===== config.mk =====
export PLATFORM = sky130hd
export DESIGN_NAME = fp_sqrt_iterative
export DESIGN_NICKNAME = d
export VERILOG_FILES = /design/src/rtl/fp_sqrt_iterative.sv
export SDC_FILE = /design/constraint.sdc
export NUM_CORES = 1
export LEC_CHECK = 0
export BUFFER_PORTS_ARGS = -buffer_cell sky130_fd_sc_hd__buf_2
export CAP_MARGIN = 20
export CORE_MARGIN = 3
export CORE_UTILIZATION = 55
export CTS_CLUSTER_SIZE = 10
export DETAILED_ROUTE_END_ITERATION = 8
export MAX_ROUTING_LAYER = met4
export PLACE_DENSITY = 0.74
export REMOVE_ABC_BUFFERS = 1
export SYNTH_ARGS = -nofsm -noshare
export SYNTH_HDL_FRONTEND = slang
export SYNTH_SLANG_ARGS = --single-unit

===== constraint.sdc =====
create_clock -name clk -period 6.4 [get_ports clk]
set_input_delay 0.32 -clock clk [delete_from_list [all_inputs] [get_ports clk]]
set_output_delay 0.32 -clock clk [all_outputs]
set_load 0.05 [all_outputs]

===== src/rtl/fp_sqrt_iterative.sv =====
// fp_sqrt_iterative: multi-cycle square root for IEEE-style binary formats
// {sign, EXP_W exponent, MANT_W fraction}. It uses a restoring digit recurrence
// that resolves ROOT_BITS_PER_CYCLE root bits per cycle, and it rounds to
// nearest-even. Operands arrive and results leave over valid/ready handshakes.
// Optional build macro FP_SQRT_SUBNORM_EN: subnormal operands are normalised
// with a leading-zero count. Without it they are flushed to a signed zero.
module fp_sqrt_iterative #(
  parameter int EXP_W               = 5,
  parameter int MANT_W              = 10,
  parameter int ROOT_BITS_PER_CYCLE = 1
) (
  input  logic                  clk,
  input  logic                  rst,
  input  logic                  in_valid,
  output logic                  in_ready,
  input  logic [EXP_W+MANT_W:0] in_data,
  output logic                  out_valid,
  input  logic                  out_ready,
  output logic [EXP_W+MANT_W:0] out_data,
  output logic                  out_invalid,
  output logic                  out_inexact,
  output logic                  busy
);

  localparam int W     = 1 + EXP_W + MANT_W;
  localparam int RW    = MANT_W + 2;          // root: hidden, fraction, guard
  localparam int REM_W = RW + 2;              // partial remainder never exceeds 2*root
  localparam int RAD_W = 2 * RW;              // radicand bits consumed two per step
  localparam int R     = ROOT_BITS_PER_CYCLE;
  localparam int N     = (RW + R - 1) / R;    // ITER cycles
  localparam int CNT_W = (N > 1) ? $clog2(N) : 1;
  localparam int E_W   = EXP_W + 2;           // signed exponent path
  localparam logic signed [E_W-1:0] BIAS = E_W'((1 << (EXP_W - 1)) - 1);

  typedef enum logic [2:0] {
    S_IDLE  = 3'd0,
    S_PREP  = 3'd1,
    S_ITER  = 3'd2,
    S_ROUND = 3'd3,
    S_DONE  = 3'd4
  } state_t;

  state_t                 r_state;
  state_t                 w_state_next;

  logic [W-1:0]           r_op;
  logic [RAD_W-1:0]       r_rad;
  logic [REM_W-1:0]       r_rem;
  logic [RW-1:0]          r_root;
  logic [CNT_W-1:0]       r_cnt;
  logic signed [E_W-1:0]  r_res_exp;
  logic                   r_special;
  logic [W-1:0]           r_spec_data;
  logic                   r_spec_invalid;
  logic [W-1:0]           r_out_data;
  logic                   r_out_invalid;
  logic                   r_out_inexact;

  // ---------------------------------------------------------------------------
  // Operand unpacking and classification (evaluated while in PREP)
  // ---------------------------------------------------------------------------
  logic                   w_sign;
  logic [EXP_W-1:0]       w_exp;
  logic [MANT_W-1:0]      w_frac;
  logic                   w_exp_ones;
  logic                   w_is_nan;
  logic                   w_is_inf;
  logic                   w_is_zero;
  logic [MANT_W-1:0]      w_norm_frac;
  logic signed [E_W-1:0]  w_e;
  logic [RW-1:0]          w_sig_init;

  assign {w_sign, w_exp, w_frac} = r_op;
  assign w_exp_ones = &w_exp;
  assign w_is_nan   = w_exp_ones & (|w_frac);
  assign w_is_inf   = w_exp_ones & ~(|w_frac);

`ifdef FP_SQRT_SUBNORM_EN
  localparam int CLZ_W = $clog2(MANT_W + 1);
  logic [CLZ_W-1:0] w_clz;
  logic             w_clz_hit;
  logic [CLZ_W-1:0] w_shamt;
  logic             w_is_sub;

  // Leading-zero count of the fraction, which gives the normalising shift for subnormals
  always_comb begin
    w_clz     = '0;
    w_clz_hit = 1'b0;
    for (int k = MANT_W - 1; k >= 0; k--) begin
      if (!w_clz_hit) begin
        if (w_frac[k]) begin
          w_clz_hit = 1'b1;
        end else begin
          w_clz = w_clz + CLZ_W'(1);
        end
      end
    end
  end

  // Shift the leading one into the hidden position. The exponent drops by the same amount.
  assign w_shamt     = w_clz + CLZ_W'(1);
  assign w_is_sub    = (w_exp == '0) & (|w_frac);
  assign w_is_zero   = (w_exp == '0) & ~(|w_frac);
  assign w_norm_frac = w_is_sub ? (w_frac << w_shamt) : w_frac;
  assign w_e         = w_is_sub ? ($signed(E_W'(1)) - BIAS - $signed(E_W'(w_shamt)))
                                : ($signed(E_W'(w_exp)) - BIAS);
`else
  // Denormals-are-zero: any zero exponent field is treated as a signed zero
  assign w_is_zero   = (w_exp == '0);
  assign w_norm_frac = w_frac;
  assign w_e         = $signed(E_W'(w_exp)) - BIAS;
`endif

  // For an odd exponent, double the significand so the halved exponent stays exact.
  // For odd e, (e-1)>>>1 equals e>>>1, so the result exponent needs no separate adjust.
  assign w_sig_init = w_e[0] ? {1'b1, w_norm_frac, 1'b0} : {2'b01, w_norm_frac};

  logic         w_spec;
  logic [W-1:0] w_spec_data;
  logic         w_spec_invalid;

  // Resolve NaN, zero, negative and infinity operands straight to their final result
  always_comb begin
    w_spec         = 1'b0;
    w_spec_data    = '0;
    w_spec_invalid = 1'b0;
    if (w_is_nan) begin
      w_spec         = 1'b1;
      w_spec_data    = {w_sign, {EXP_W{1'b1}}, 1'b1, w_frac[MANT_W-2:0]};
      w_spec_invalid = ~w_frac[MANT_W-1];
    end else if (w_is_zero) begin
      w_spec         = 1'b1;
      w_spec_data    = {w_sign, {(EXP_W + MANT_W){1'b0}}};
    end else if (w_sign) begin
      w_spec         = 1'b1;
      w_spec_data    = {1'b1, {EXP_W{1'b1}}, 1'b1, {(MANT_W - 1){1'b0}}};
      w_spec_invalid = 1'b1;
    end else if (w_is_inf) begin
      w_spec         = 1'b1;
      w_spec_data    = {1'b0, {EXP_W{1'b1}}, {MANT_W{1'b0}}};
    end
  end

  // ---------------------------------------------------------------------------
  // Restoring recurrence: R chained steps per cycle. Steps past the last root
  // bit pass their inputs through unchanged, which covers R not dividing RW.
  // ---------------------------------------------------------------------------
  logic [REM_W-1:0] w_rem_chain  [0:R];
  logic [RW-1:0]    w_root_chain [0:R];
  logic [RAD_W-1:0] w_rad_chain  [0:R];

  assign w_rem_chain[0]  = r_rem;
  assign w_root_chain[0] = r_root;
  assign w_rad_chain[0]  = r_rad;

  genvar gi;
  generate
    for (gi = 0; gi < R; gi++) begin : g_step
      logic [REM_W-1:0] w_shifted;
      logic [REM_W-1:0] w_trial;
      logic             w_ge;
      logic             w_active;

      assign w_active  = ((int'(r_cnt) * R) + gi) < RW;
      assign w_shifted = {w_rem_chain[gi][REM_W-3:0], w_rad_chain[gi][RAD_W-1 -: 2]};
      assign w_trial   = {w_root_chain[gi], 2'b01};
      assign w_ge      = (w_shifted >= w_trial);

      assign w_rem_chain[gi+1]  = !w_active ? w_rem_chain[gi]
                                : (w_ge ? (w_shifted - w_trial) : w_shifted);
      assign w_root_chain[gi+1] = !w_active ? w_root_chain[gi]
                                : {w_root_chain[gi][RW-2:0], w_ge};
      assign w_rad_chain[gi+1]  = !w_active ? w_rad_chain[gi]
                                : {w_rad_chain[gi][RAD_W-3:0], 2'b00};
    end
  endgenerate

  // ---------------------------------------------------------------------------
  // Round to nearest-even and pack
  // ---------------------------------------------------------------------------
  logic              w_guard;
  logic              w_lsb;
  logic              w_sticky;
  logic              w_round_up;
  logic              w_carry;
  logic [MANT_W-1:0] w_frac_rnd;
  logic [EXP_W-1:0]  w_exp_packed;
  logic [W-1:0]      w_num_data;

  assign w_guard    = r_root[0];
  assign w_lsb      = r_root[1];
  assign w_sticky   = |r_rem;
  assign w_round_up = w_guard & (w_sticky | w_lsb);
  // A carry out only happens when the whole significand is ones. The fraction then wraps to zero.
  assign w_carry      = w_round_up & (&r_root[RW-1:1]);
  assign w_frac_rnd   = r_root[MANT_W:1] + MANT_W'(w_round_up);
  assign w_exp_packed = EXP_W'(r_res_exp + BIAS + $signed(E_W'(w_carry)));
  assign w_num_data   = {1'b0, w_exp_packed, w_frac_rnd};

  // ---------------------------------------------------------------------------
  // Control FSM
  // ---------------------------------------------------------------------------
  // State register; reset aborts any operation in flight
  always_ff @(posedge clk) begin
    if (rst) begin
      r_state <= S_IDLE;
    end else begin
      r_state <= w_state_next;
    end
  end

  // Next-state decode and handshake outputs
  always_comb begin
    w_state_next = r_state;
    in_ready     = 1'b0;
    busy         = 1'b0;
    out_valid    = 1'b0;
    case (r_state)
      S_IDLE: begin
        in_ready = ~rst;
        if (in_valid && !rst) begin
          w_state_next = S_PREP;
        end
      end
      S_PREP: begin
        busy         = 1'b1;
        w_state_next = w_spec ? S_ROUND : S_ITER;
      end
      S_ITER: begin
        busy = 1'b1;
        if (r_cnt == CNT_W'(N - 1)) begin
          w_state_next = S_ROUND;
        end
      end
      S_ROUND: begin
        busy         = 1'b1;
        w_state_next = S_DONE;
      end
      S_DONE: begin
        busy      = 1'b1;
        out_valid = ~rst;
        if (out_ready) begin
          w_state_next = S_IDLE;
        end
      end
      default: begin
        w_state_next = S_IDLE;
      end
    endcase
  end

  // ---------------------------------------------------------------------------
  // Datapath registers
  // ---------------------------------------------------------------------------
  // Capture the operand, unpack it, iterate, then round into the held output registers
  always_ff @(posedge clk) begin
    if (rst) begin
      r_op           <= '0;
      r_rad          <= '0;
      r_rem          <= '0;
      r_root         <= '0;
      r_cnt          <= '0;
      r_res_exp      <= '0;
      r_special      <= 1'b0;
      r_spec_data    <= '0;
      r_spec_invalid <= 1'b0;
      r_out_data     <= '0;
      r_out_invalid  <= 1'b0;
      r_out_inexact  <= 1'b0;
    end else begin
      case (r_state)
        S_IDLE: begin
          if (in_valid) begin
            r_op <= in_data;
          end
        end
        S_PREP: begin
          r_special      <= w_spec;
          r_spec_data    <= w_spec_data;
          r_spec_invalid <= w_spec_invalid;
          r_rad          <= {w_sig_init, {RW{1'b0}}};
          r_rem          <= '0;
          r_root         <= '0;
          r_cnt          <= '0;
          r_res_exp      <= w_e >>> 1;
        end
        S_ITER: begin
          r_rem  <= w_rem_chain[R];
          r_root <= w_root_chain[R];
          r_rad  <= w_rad_chain[R];
          r_cnt  <= r_cnt + CNT_W'(1);
        end
        S_ROUND: begin
          if (r_special) begin
            r_out_data    <= r_spec_data;
            r_out_invalid <= r_spec_invalid;
            r_out_inexact <= 1'b0;
          end else begin
            r_out_data    <= w_num_data;
            r_out_invalid <= 1'b0;
            r_out_inexact <= w_guard | w_sticky;
          end
        end
        default: begin
        end
      endcase
    end
  end

  assign out_data    = r_out_data;
  assign out_invalid = r_out_invalid;
  assign out_inexact = r_out_inexact;

endmodule


After elaboration in Yosys (flattened, before gate mapping)
Index checks and enable logic that the tools add are counted.

cells by class
  equal/unequal tests = 9
  shifts and indexed selects = 0
  reduce and logical (&&, ||, !) cells = 13
  div/mod/pow operators = 0
  muxes and demuxes = 31
  add/subtract/negate cells = 6
  $lt $le $gt $ge = 2
  bitwise logic cells = 9
  $mul = 0

operators by type and width
  operator                                              number
  2-to-1 mux 16 bit                                     4
  one-hot mux 24 bit (2 select lines)                   1
  2-to-1 mux 14 bit                                     2
  one-hot mux 14 bit (2 select lines)                   1
  2-to-1 mux 12 bit                                     2
  2-to-1 mux 24 bit                                     1
  one-hot mux 12 bit (2 select lines)                   1
  2-to-1 mux 15 bit                                     1
  one-hot mux 3 bit (5 select lines)                    1
  >= comparator 14 bit                                  1
  OR reduction 14 bit                                   1
  subtractor 14 bit                                     1
  2-to-1 mux 1 bit                                      13
  AND reduction 11 bit                                  1
  adder 10 x 1 -> 10 bit                                1
  OR reduction 10 bit                                   1
  2-to-1 mux 3 bit                                      3
  != test 2 bit (second input constant)                 4
  one-hot mux 4 bit (2 select lines)                    1
  equality test 3 x 2 -> 1 bit (second input constant)  2
  subtractor 5 x 4 -> 6 bit (second input constant)     1
  adder 5 x 2 -> 5 bit                                  1
  adder 5 bit (second input constant)                   1
  logical NOT 5 bit                                     1
  16 further kinds                                      23

storage, ports and cells
  memories = 0
  memory bits (read-only) = 0
  register bits = 114
  memory bits (writable) = 0
  bits in latches = 0
  bits of input ports = 20
  word-level logic and storage cells = 83

Logic depth before layout (Yosys ltp)
Gate-level depths: netlist (run 1).

  depth in word-level cells = 9
  depth in mapped cells = 11

Worst setup path before layout (run 1)
No wires, ideal clock.

  path kind = in2out
  start point = input rst
  end point = output in_ready
  path buffers = 2
  path slack = 3972 ps
  data arrival time = 2108 ps
  stages on the path = 3
  required time = 6080 ps
  cells stage by stage = clkbuf_1 clkbuf_1 nor4_1

on the way
  cells in the longest elaborated chain, start to end = 2

RTL lines
  item              line  RTL
  from (decl)       13    input logic rst,
  NOT 1 bit         220   in_ready = ~rst;
  2-to-1 mux 1 bit  218   case (r_state)
  to (decl)         15    output logic in_ready,

No other way between the ends.

Final worst setup path (run 1)
  start point = register r_root[3]
  end point = register r_rem[1]

on the way
  cells in the longest elaborated chain, start to end = 4

RTL lines
  item                                 line  RTL
  from (decl)                          49    logic [RW-1:0] r_root;
  from (signal assigned)               289   r_root <= w_root_chain[R];
  >= comparator 14 bit                 167   assign w_ge = (w_shifted >= w_trial);
  2-to-1 mux 14 bit                    170   : (w_ge ? (w_shifted - w_trial) : w_shifted);
  2-to-1 mux 14 bit                    169   assign w_rem_chain[gi+1] = !w_active ? w_rem_chain[gi]
  one-hot mux 14 bit (2 select lines)  271   case (r_state)
  to (signal assigned)                 288   r_rem <= w_rem_chain[R];
  to (decl)                            48    logic [REM_W-1:0] r_rem;

No other way between the ends. The select of a mux whose other input is x is not followed.
A chain may end at the register's enable or synchronous reset.

==> out/qor.yml, run 1 <==
power_total_mw: 1.90
num_rows: 34
grt_remaining_overflow: 0
worst_setup_path_startpoint: "r_root[3]"
place_hpwl_um: 8260
max-vdd-ir-drop_mv: 0.212
final_layout_size_suffix_gt1_frac: 0.120
die_x_um: 102
largest_net_degree_at_the_start_of_global_routing: 67
core_area_sq_um: 8850
drt_pass1_iterations: 5
cp.arrival_ns: 2.92
fin_crit_sh: 0.411
place.port_buffers: 40
worst_hold_startpoint: "in_data[13]"
critical_path.startpoint_type: "flop"
fin_worst_hold_slack_ns: 0.182
tritoncts.num_buffers: 9
timing_max_transition_violations_final: 0
vias: 4446
antenna_cells: 0
clk_latency_ns: 0.37
timing.fmax_mhz: 380
clock_tree.htree_level_count: 3
grt_pass1_vias: 3963
synth.cells.most_frequent: "125 x nand2_1, 98 x dfxtp_1, 76 x a21oi_1"
uppermost_signal_routing_layer_after_detailed_routing: "met4"
grt_pass1_wl_um: 19200
worst_setup_path_end_kind: "flop"
instance_count_of_the_mapped_netlist: 642
synthMostInstantiatedCell: "nand2_1"
synth-seq-cells: 98
power_density_nw_per_um2: 345
hold_viol: 0
routabilityCongestion: 0.876
grt_setup_unrepaired: "no"
run_status: "complete, no violations"
postLayoutSetupSlackWorst_ns: 3.77
finish.cell_count_without_fillers: 773
wl_met2_um: 5270
floorplan.die_area_sq_um: 10400
drcViolationCount: 0
worst_setup_hold_path_clk_slew_ns: 0.10
final.fill_count: 812
placedCellCount: 755
timing.rr.start: "r_root[3]"
crit_type: "flop to flop"
cell_types_with_the_largest_area_share_after_synthesis: "dfxtp_1 39%, nand2_1 9.2%, a21oi_1 7.5%"
area.sequential_sq_um: 1960
cts_sinks: 98
placed_instance_area_sq_um: 5290
syn-mean-instance-area_sq_um: 7.93
synth.yosys.seq_area_share: 0.386
final.setup.tns_ns: 0
route.final.wire_length_um: 11500
synth_top_flop_cell: "dfxtp_1"
timing_worst_slew_pin_value_ns: 0.881
final_area_sq_um: 5510
drt-met1-wl_um: 5450
areaGrowthSynthToFinish_pct: 8.31
required_time_at_the_worst_slack_endpoint_ns: 6.69
cts_setup_buffers: 0
multi_input_area_sq_um: 2910
max_slew_headroom: 0.411
cts_root_buffer: "clkbuf_8"
timing.hold.worst.class: "input pin to flop"
final_core_util: 0.623
power.leakage_nw: 2.06
netlist_area_sq_um: 5090
synth_edf_count: 0
number_of_antenna_violations_at_the_first_check_in_global_routing: 0
initial_core_util: 0.575
place_worst_setup_slack_ns: 3.78
synthDistinctLibCells: 53
cap_violations: 0
drt_first_iter_violations: 239
synthDominantCellAreaShare: 0.386
groute.usage.overall: 0.238
cts-resized-gates: 0
design.portCount: 41
postCtsHoldBufs: 0
critPathMaxFanout: 16
route.detailed.vias_per_inst: 5.75
antenna_left: 0
synth_top_area_cell: "dfxtp_1"
cts.path.max_buffers: 2
asyncSetResetFlopFracSynth: 0
yosysWarningCount: 0
setup-violations-final: 0
layout_min_cycle_time_ns: 2.63
post_drt_wl_per_cell_um: 14.8
dieHeight_um: 102
finish.net_count: 702
maximum_clock_skew_at_final_layout_ns: 0.0147
detailroute.wirelength.met3_um: 580
cts_tree: "yes"
-- critical path, stage by stage (launching register included) --
cell	delay, ns
dfxtp_1	0.47
inv_1	0.08
ha_1	0.43
o211a_4	0.21
o31ai_4	0.07
a21oi_2	0.18
o21ai_2	0.08
a21oi_4	0.52
mux2_2	0.40
o21ai_1	0.11
-- worst paths after layout --
check	to	slack, ns	cells past startpoint
min reg2reg	out_data[5]	0.45	2
max	r_rem[1]	3.77	9
max reg2reg	r_rem[1]	3.77	9
min	r_op[13]	0.18	3
-- final cells by class --
type | count | share of cell area
Timing Repair Buffer | 45 | 0.0445
Tap cell | 108 | 0.0245
Clock buffer | 10 | 0.0250
Multi-Input combinational cell | 488 | 0.527
Inverter | 18 | 0.0123
Sequential cell | 98 | 0.356
Clock inverter | 6 | 0.0107
-- routing by layer --
layer  up-vias  global-route usage
met1      2049               0.327
met3        16              0.0410
met5         -                   -
met2       121               0.359
li1       2260                   -
met4         0              0.0696
-- logic make-up (layout without fill, tap and decap cells) --
| logic type | after synthesis | in the layout | synth area share |
|---|---|---|---|
| flops | 98 | 98 | 0.386 |
| buf+inv | 56 | 79 | 0.0455 |
| simple gates | 259 | 259 | 0.228 |
| compound gates | 149 | 149 | 0.179 |
| xor+xnor | 26 | 26 | 0.0448 |
| mux | 32 | 32 | 0.0632 |
| fa+ha+maj | 22 | 22 | 0.0541 |
-- where the power goes --
group | total, mW | switching (mW) | internal, mW
logic | 0.799 | 0.442 | 0.357
clock network | 0.391 | 0.232 | 0.160
registers | 0.708 | 0.0567 | 0.652
total | 1.90 | 0.731 | 1.17
-- cells in the final DEF (no fill, tap or decap), drive strengths merged, types with 10 or more instances in the layout --
cell    instances
clkbuf         10
xnor2          18
ha             22
dfxtp          98
nand3          34
buf            45
nand2         125
nor2           53
inv            20
a21oi          79
mux2i          31
o21ai          39
-- flip-flops by register name, indices dropped and copies added (netlist names) --
name            flops
out_data           16
out_inexact         1
out_invalid         1
r_cnt               4
r_op               16
r_rad              12
r_rem              14
r_res_exp           5
r_root             12
r_spec_data        12
r_spec_invalid      1
r_special           1
r_state             3
(Power assumes the default switching activity.)
==> run 2: changes to the inputs <==
--- a/config.mk
+++ b/config.mk
@@ -5,14 +5,15 @@
 export SDC_FILE = /design/constraint.sdc
 export NUM_CORES = 1
 export LEC_CHECK = 0
+export ABC_AREA = 1
 export BUFFER_PORTS_ARGS = -buffer_cell sky130_fd_sc_hd__buf_2
 export CAP_MARGIN = 20
 export CORE_MARGIN = 3
-export CORE_UTILIZATION = 55
+export CORE_UTILIZATION = 54
 export CTS_CLUSTER_SIZE = 10
 export DETAILED_ROUTE_END_ITERATION = 8
 export MAX_ROUTING_LAYER = met4
-export PLACE_DENSITY = 0.74
+export PLACE_DENSITY = 0.76
 export REMOVE_ABC_BUFFERS = 1
 export SYNTH_ARGS = -nofsm -noshare
 export SYNTH_HDL_FRONTEND = slang
==> constraint.sdc (replaced) <==
create_clock -name clk -period 2.33 [get_ports clk]
set_input_delay 0.1165 -clock clk [delete_from_list [all_inputs] [get_ports clk]]
set_output_delay 0.1165 -clock clk [all_outputs]
set_load 0.05 [all_outputs]
==> run 2 against run 1 <==
  * Setup slack lost 3.6 ns
  * Via count grew 16%
  * Non-clock buffer count grew 14
  * Final area grew 7.0%
  * Wire length grew 15%
  * Register-to-register slack lost 3.6 ns
  * Cell count grew 23%
  * Sequential cell count is the same
  * Global-route usage grew 1.4 points
  * Clock-buffer cell count grew 2
  * Core utilization grew 0.37 points
  * Largest cell class unchanged
==> out/qor.yml, run 2 <==
grt_remaining_overflow: 0
synth.cells.most_frequent: "228 x nand2_1, 98 x dfxtp_1, 94 x a21oi_1"
synth-seq-cells: 98
cap_violations: 0
dieHeight_um: 105
drcViolationCount: 0
cts_tree: "yes"
syn-mean-instance-area_sq_um: 6.73
power_total_mw: 9.54
placed_instance_area_sq_um: 5620
maximum_clock_skew_at_final_layout_ns: 0.0130
post_drt_wl_per_cell_um: 13.8
antenna_left: 0
required_time_at_the_worst_slack_endpoint_ns: 2.55
drt_first_iter_violations: 432
route.detailed.vias_per_inst: 5.40
max_slew_headroom: 0.591
finish.net_count: 862
cts_sinks: 98
cts.path.max_buffers: 2
antenna_cells: 0
grt_pass1_wl_um: 22200
regToRegSetupSlack_ns: 0.20
timing.fmax_mhz: 470
clock_tree.htree_level_count: 3
setup-violations-final: 0
place.port_buffers: 40
vias: 5153
yosysWarningCount: 0
postCtsHoldBufs: 0
synthDistinctLibCells: 38
cts_root_buffer: "clkbuf_8"
cts-resized-gates: 0
tritoncts.num_buffers: 9
num_rows: 35
number_of_antenna_violations_at_the_first_check_in_global_routing: 0
power_density_nw_per_um2: 1620
asyncSetResetFlopFracSynth: 0
critical_path.startpoint_type: "flop"
final_layout_size_suffix_gt1_frac: 0.126
synth.yosys.seq_area_share: 0.369
worst_setup_hold_path_clk_slew_ns: 0.09
power.leakage_nw: 2.62
routabilityCongestion: 0.976
core_area_sq_um: 9420
timing.hold.worst.class: "input pin to flop"
design.portCount: 41
groute.usage.overall: 0.252
floorplan.die_area_sq_um: 11100
synth_top_area_cell: "dfxtp_1"
final_common_cell: "nand2_1"
max-vdd-ir-drop_mv: 1.18
drt_pass1_iterations: 8
cell_types_with_the_largest_area_share_after_synthesis: "dfxtp_1 37%, nand2_1 16%, a21oi_1 8.9%"
most-common-layout-cells: "228 x nand2_1, 94 x a21oi_1, 94 x dfxtp_1"
cts_setup_buffers: 0
areaGrowthSynthToFinish_pct: 11.0
timing_max_transition_violations_final: 0
grt_pass1_vias: 4685
largest_net_degree_at_the_start_of_global_routing: 59
crit_type: "flop to flop"
layout_min_cycle_time_ns: 2.13
initial_core_util: 0.564
synthMostInstantiatedCell: "nand2_1"
critPathMaxFanout: 15
cp.arrival_ns: 2.35
timing_worst_slew_pin_value_ns: 0.613
route.final.wire_length_um: 13100
instance_count_of_the_mapped_netlist: 789
synthDominantCellAreaShare: 0.369
die_x_um: 105
hold_viol: 0
synth_edf_count: 0
clk_latency_ns: 0.37
final_area_sq_um: 5900
fin_crit_sh: 0.912
netlist_area_sq_um: 5310
synth_top_flop_cell: "dfxtp_1"
worst_setup_path_end_kind: "flop"
run_status: "complete, no violations"
place_hpwl_um: 9580
-- run 2: changes by cell type after synthesis, moves of 9 or more --
| cell | before | now |
|---|---|---|
| inv_1 | 18 | 90 |
| nand2_1 | 125 | 228 |
| nand4_1 | 4 | 22 |
| o21ai_0 | 26 | 47 |
| nand3_1 | 34 | 43 |
| xnor2_1 | 18 | 4 |
| nor2_1 | 53 | 30 |
| mux2i_1 | 31 | 0 |
| a21oi_1 | 76 | 94 |
| a31oi_1 | 1 | 15 |
-- run 2: critical path, stage by stage (launching register included) --
cell and delay, ns:
dfxtp_1 0.38, inv_1 0.10, ha_1 0.37, nand2_1 0.11, inv_1 0.06, nand2_1 0.07, nand2_1 0.07, a21oi_2 0.23
nand3_4 0.23, nand2_2 0.17, nand2_1 0.07, nand2_1 0.06, a21oi_1 0.05
-- run 2: path summary, 6_finish.rpt --
kind,start,end,cells past startpoint
max,r_root[7],r_rem[9],12
min reg2reg,out_inexact,out_inexact,2
max reg2reg,r_root[7],r_rem[9],12
min,in_data[11],r_op[11],3
-- run 2: metal layers --
layer  part of all wire  routed length (um)  global-route usage
met5                  0                   0                   -
met3              0.056                 734              0.0544
met2               0.45                5930               0.368
met1               0.48                6260               0.351
met4              0.016                 208              0.0703
-- run 2: area by class of cell --
class	instances	area, sq um
repair buffers	59	343
well taps	129	161
flip-flops and latches	98	1970
fillers	891	3520
clock inverters	4	73.8
multi-input cells	554	2830
clock buffers	12	155
inverters	98	370
-- run 2: where the power goes --
part / switching [mW] / total [mW] / internal (mW) / leakage [nW]
registers: 0.273 / 2.26 / 1.99 / 0.799
clock network: 0.561 / 1.22 / 0.664 / 0.117
logic: 3.94 / 6.05 / 2.11 / 1.71
total: 4.78 / 9.54 / 4.76 / 2.62
-- run 2: metrics by stage --
| stage | setup WS, ns | TNS (ns) | instances | utilization | hold slack [ns] |
|---|---|---|---|---|---|
| after floorplan | 0.292 | 0 | 750 | - | 0.186 |
| after global placement | 0.208 | 0 | 938 | 0.597 | 0.396 |
| after detailed placement | 0.140 | 0 | 938 | 0.597 | 0.409 |
| after CTS | 0.0660 | 0 | 954 | 0.622 | 0.0120 |
| after global routing | -0.00194 | -0.00194 | 954 | 0.627 | 0.0306 |
| final | 0.204 | 0 | 954 | 0.627 | 0.0283 |
-- run 2: kinds of logic after synthesis --
| kind of cell | Yosys count | share of synthesized area |
|---|---|---|
| flip-flops | 98 | 0.369 |
| XOR/XNOR | 12 | 0.0198 |
| buffers and inverters | 137 | 0.106 |
| AND/OR/NAND/NOR | 347 | 0.283 |
| AO/OA/AOI/OAI | 173 | 0.170 |
| adder cells (fa/ha/maj) | 22 | 0.0518 |
==> run 3: changes to the inputs <==
--- a/config.mk
+++ b/config.mk
@@ -6,14 +6,15 @@
 export NUM_CORES = 1
 export LEC_CHECK = 0
 export ABC_AREA = 1
-export BUFFER_PORTS_ARGS = -buffer_cell sky130_fd_sc_hd__buf_2
+export ABC_CLOCK_PERIOD_IN_PS = 2330
 export CAP_MARGIN = 20
 export CORE_MARGIN = 3
-export CORE_UTILIZATION = 54
+export CORE_UTILIZATION = 55
 export CTS_CLUSTER_SIZE = 10
 export DETAILED_ROUTE_END_ITERATION = 8
+export DONT_BUFFER_PORTS = 1
 export MAX_ROUTING_LAYER = met4
-export PLACE_DENSITY = 0.76
+export PLACE_DENSITY = 0.73
 export REMOVE_ABC_BUFFERS = 1
 export SYNTH_ARGS = -nofsm -noshare
 export SYNTH_HDL_FRONTEND = slang
==> run 3 against run 2 <==
  * Non-clock buffer count decreased by 20
  * Combinational power rose by 3%
  * Via count fell by 0.52%
  * Power is 0.97% higher
==> out/qor.yml, run 3 (same netlist as run 2, synthesis figures left out) <==
place_worst_setup_slack_ns: 0.165
crit-reg2reg-capture: "r_rem[4]"
vias: 5126
run_status: "complete, no violations"
power_density_nw_per_um2: 1640
worst_hold_startpoint: "in_data[1]"
largest_net_degree_at_the_start_of_global_routing: 57
groute.usage.overall: 0.256
route.detailed.vias_per_inst: 5.49
postLayoutSetupSlackWorst_ns: 0.198
global_route.usage.met1: 0.350
setup-violations-final: 0
core_area_sq_um: 9330
routabilityCongestion: 0.949
grt_remaining_overflow: 0
p_sw_frac: 0.504
area.sequential_sq_um: 1960
worst_setup_hold_path_clk_slew_ns: 0.09
floorplan.die_area_sq_um: 10900
worst_setup_path_end_kind: "flop"
final_layout_size_suffix_gt1_frac: 0.0845
number_of_antenna_violations_at_the_first_check_in_global_routing: 0
finish.net_count: 842
hold_viol: 0
drcViolationCount: 0
num_rows: 35
most-common-layout-cells: "228 x nand2_1, 96 x dfxtp_1, 94 x a21oi_1"
fin_crit_sh: 0.915
crit_type: "flop to flop"
multi_input_area_sq_um: 2830
cts_root_buffer: "clkbuf_8"
drt_pass1_iterations: 5
grt.met3_usage: 0.0453
timing.hold.worst.class: "input pin to flop"
share_comb_of_total_power: 0.645
p_int_mw: 4.78
globalRouteMet2Util: 0.403
timing.fmax_mhz: 469
max_slew_headroom: 0.534
fin_worst_hold_slack_ns: 0.0495
cap_violations: 0
final_common_cell: "nand2_1"
cts_sinks: 98
timing.rr.start: "r_root[8]"
final_core_util: 0.629
areaGrowthSynthToFinish_pct: 10.5
drt_first_iter_violations: 420
die_x_um: 104
timing.hold.worst_endpoint: "r_op[1]"
final.fill_count: 889
cts_tree: "yes"
maximum_clock_skew_at_final_layout_ns: 0.0122
grt_pass1_vias: 4698
power.leakage_nw: 2.50
critical_path.startpoint_type: "flop"
p_seq_frac: 0.241
timing.hold.worst_path_depth: 2
grt_busiest_layer: "met2"
cp.arrival_ns: 2.38
place.port_buffers: 0
route.final.wire_length_um: 13500
dieHeight_um: 104
tritoncts.num_buffers: 9
place_hpwl_um: 9500
power_switching_mw: 4.86
design.portCount: 41
post_drt_wl_per_cell_um: 14.5
placed_instance_area_sq_um: 5430
layout_min_cycle_time_ns: 2.13
initial_core_util: 0.570
power.share.clock: 0.114
antenna_cells: 0
power_total_mw: 9.63
critPathMaxFanout: 8
placedCellCount: 899
timing_max_transition_violations_final: 0
timing_worst_slew_pin_value_ns: 0.697
clock_tree.htree_level_count: 3
regToRegSetupSlack_ns: 0.20
max-vdd-ir-drop_mv: 1.10
reg2reg_depth: 12
clk_latency_ns: 0.36
cts.path.max_buffers: 2
antenna_left: 0
final_area_sq_um: 5870
final.setup.tns_ns: 0
required_time_at_the_worst_slack_endpoint_ns: 2.58
finish.cell_count_without_fillers: 934
grt_pass1_wl_um: 22500
==> run 3: routing by layer <==
metal / wire length, um / part of all wire
met5: 0 / 0
met4: 168 / 0.012
met3: 761 / 0.056
met2: 6260 / 0.46
met1: 6340 / 0.47
==> run 3: area by class of cell <==
cell class,count,area share
multi-input combinational,554,0.482
clock buffer,11,0.0224
tap,129,0.0275
timing repair buffer,39,0.0601
inverter,98,0.0631
clock inverter,5,0.0107
sequential,98,0.335
==> run 3: power groups by stage <==
stage | clock (mW) | combinational, mW | sequential (mW)
after floorplan | 0 | 4.26 | 2.28
after global placement | 0 | 5.30 | 2.31
after detailed placement | 0 | 5.27 | 2.31
after CTS | 1.11 | 5.34 | 2.28
after global routing | 1.19 | 6.98 | 2.36
final | 1.10 | 6.21 | 2.32
==> run 3: timing repair <==
item | in CTS | in global routing
resized for setup | 0 | 12
setup endpoints to repair | 0 | 10
setup buffers | 0 | 2
endpoints found under the hold margin | 71 | 1
hold buffers | 16 | 1
==> run 3: how the worst max path moves through the flow <==
stage	end	cells past startpoint	startpoint	slack, ns
3_5_place_dp	out_data[8]	12	r_rem[10]	0.17
5_1_grt	r_rem[10]	12	r_root[8]	-0.04
3_3_place_gp	out_data[8]	12	r_rem[11]	0.17
2_1_floorplan	r_rem[13]	12	r_root[5]	0.29
6_report	r_rem[4]	12	r_root[8]	0.20
4_1_cts	out_data[9]	15	r_rem[5]	0.15
==> run 3: critical path: stages, from the launching register on <==
cell	delay [ns]
dfxtp_1	0.42
inv_1	0.12
ha_1	0.36
nand2_1	0.10
nor2_1	0.18
inv_1	0.08
nor2_1	0.11
nand2_1	0.12
nand3_4	0.16
buf_4	0.17
nand2_1	0.06
nand3_1	0.07
a21oi_1	0.06
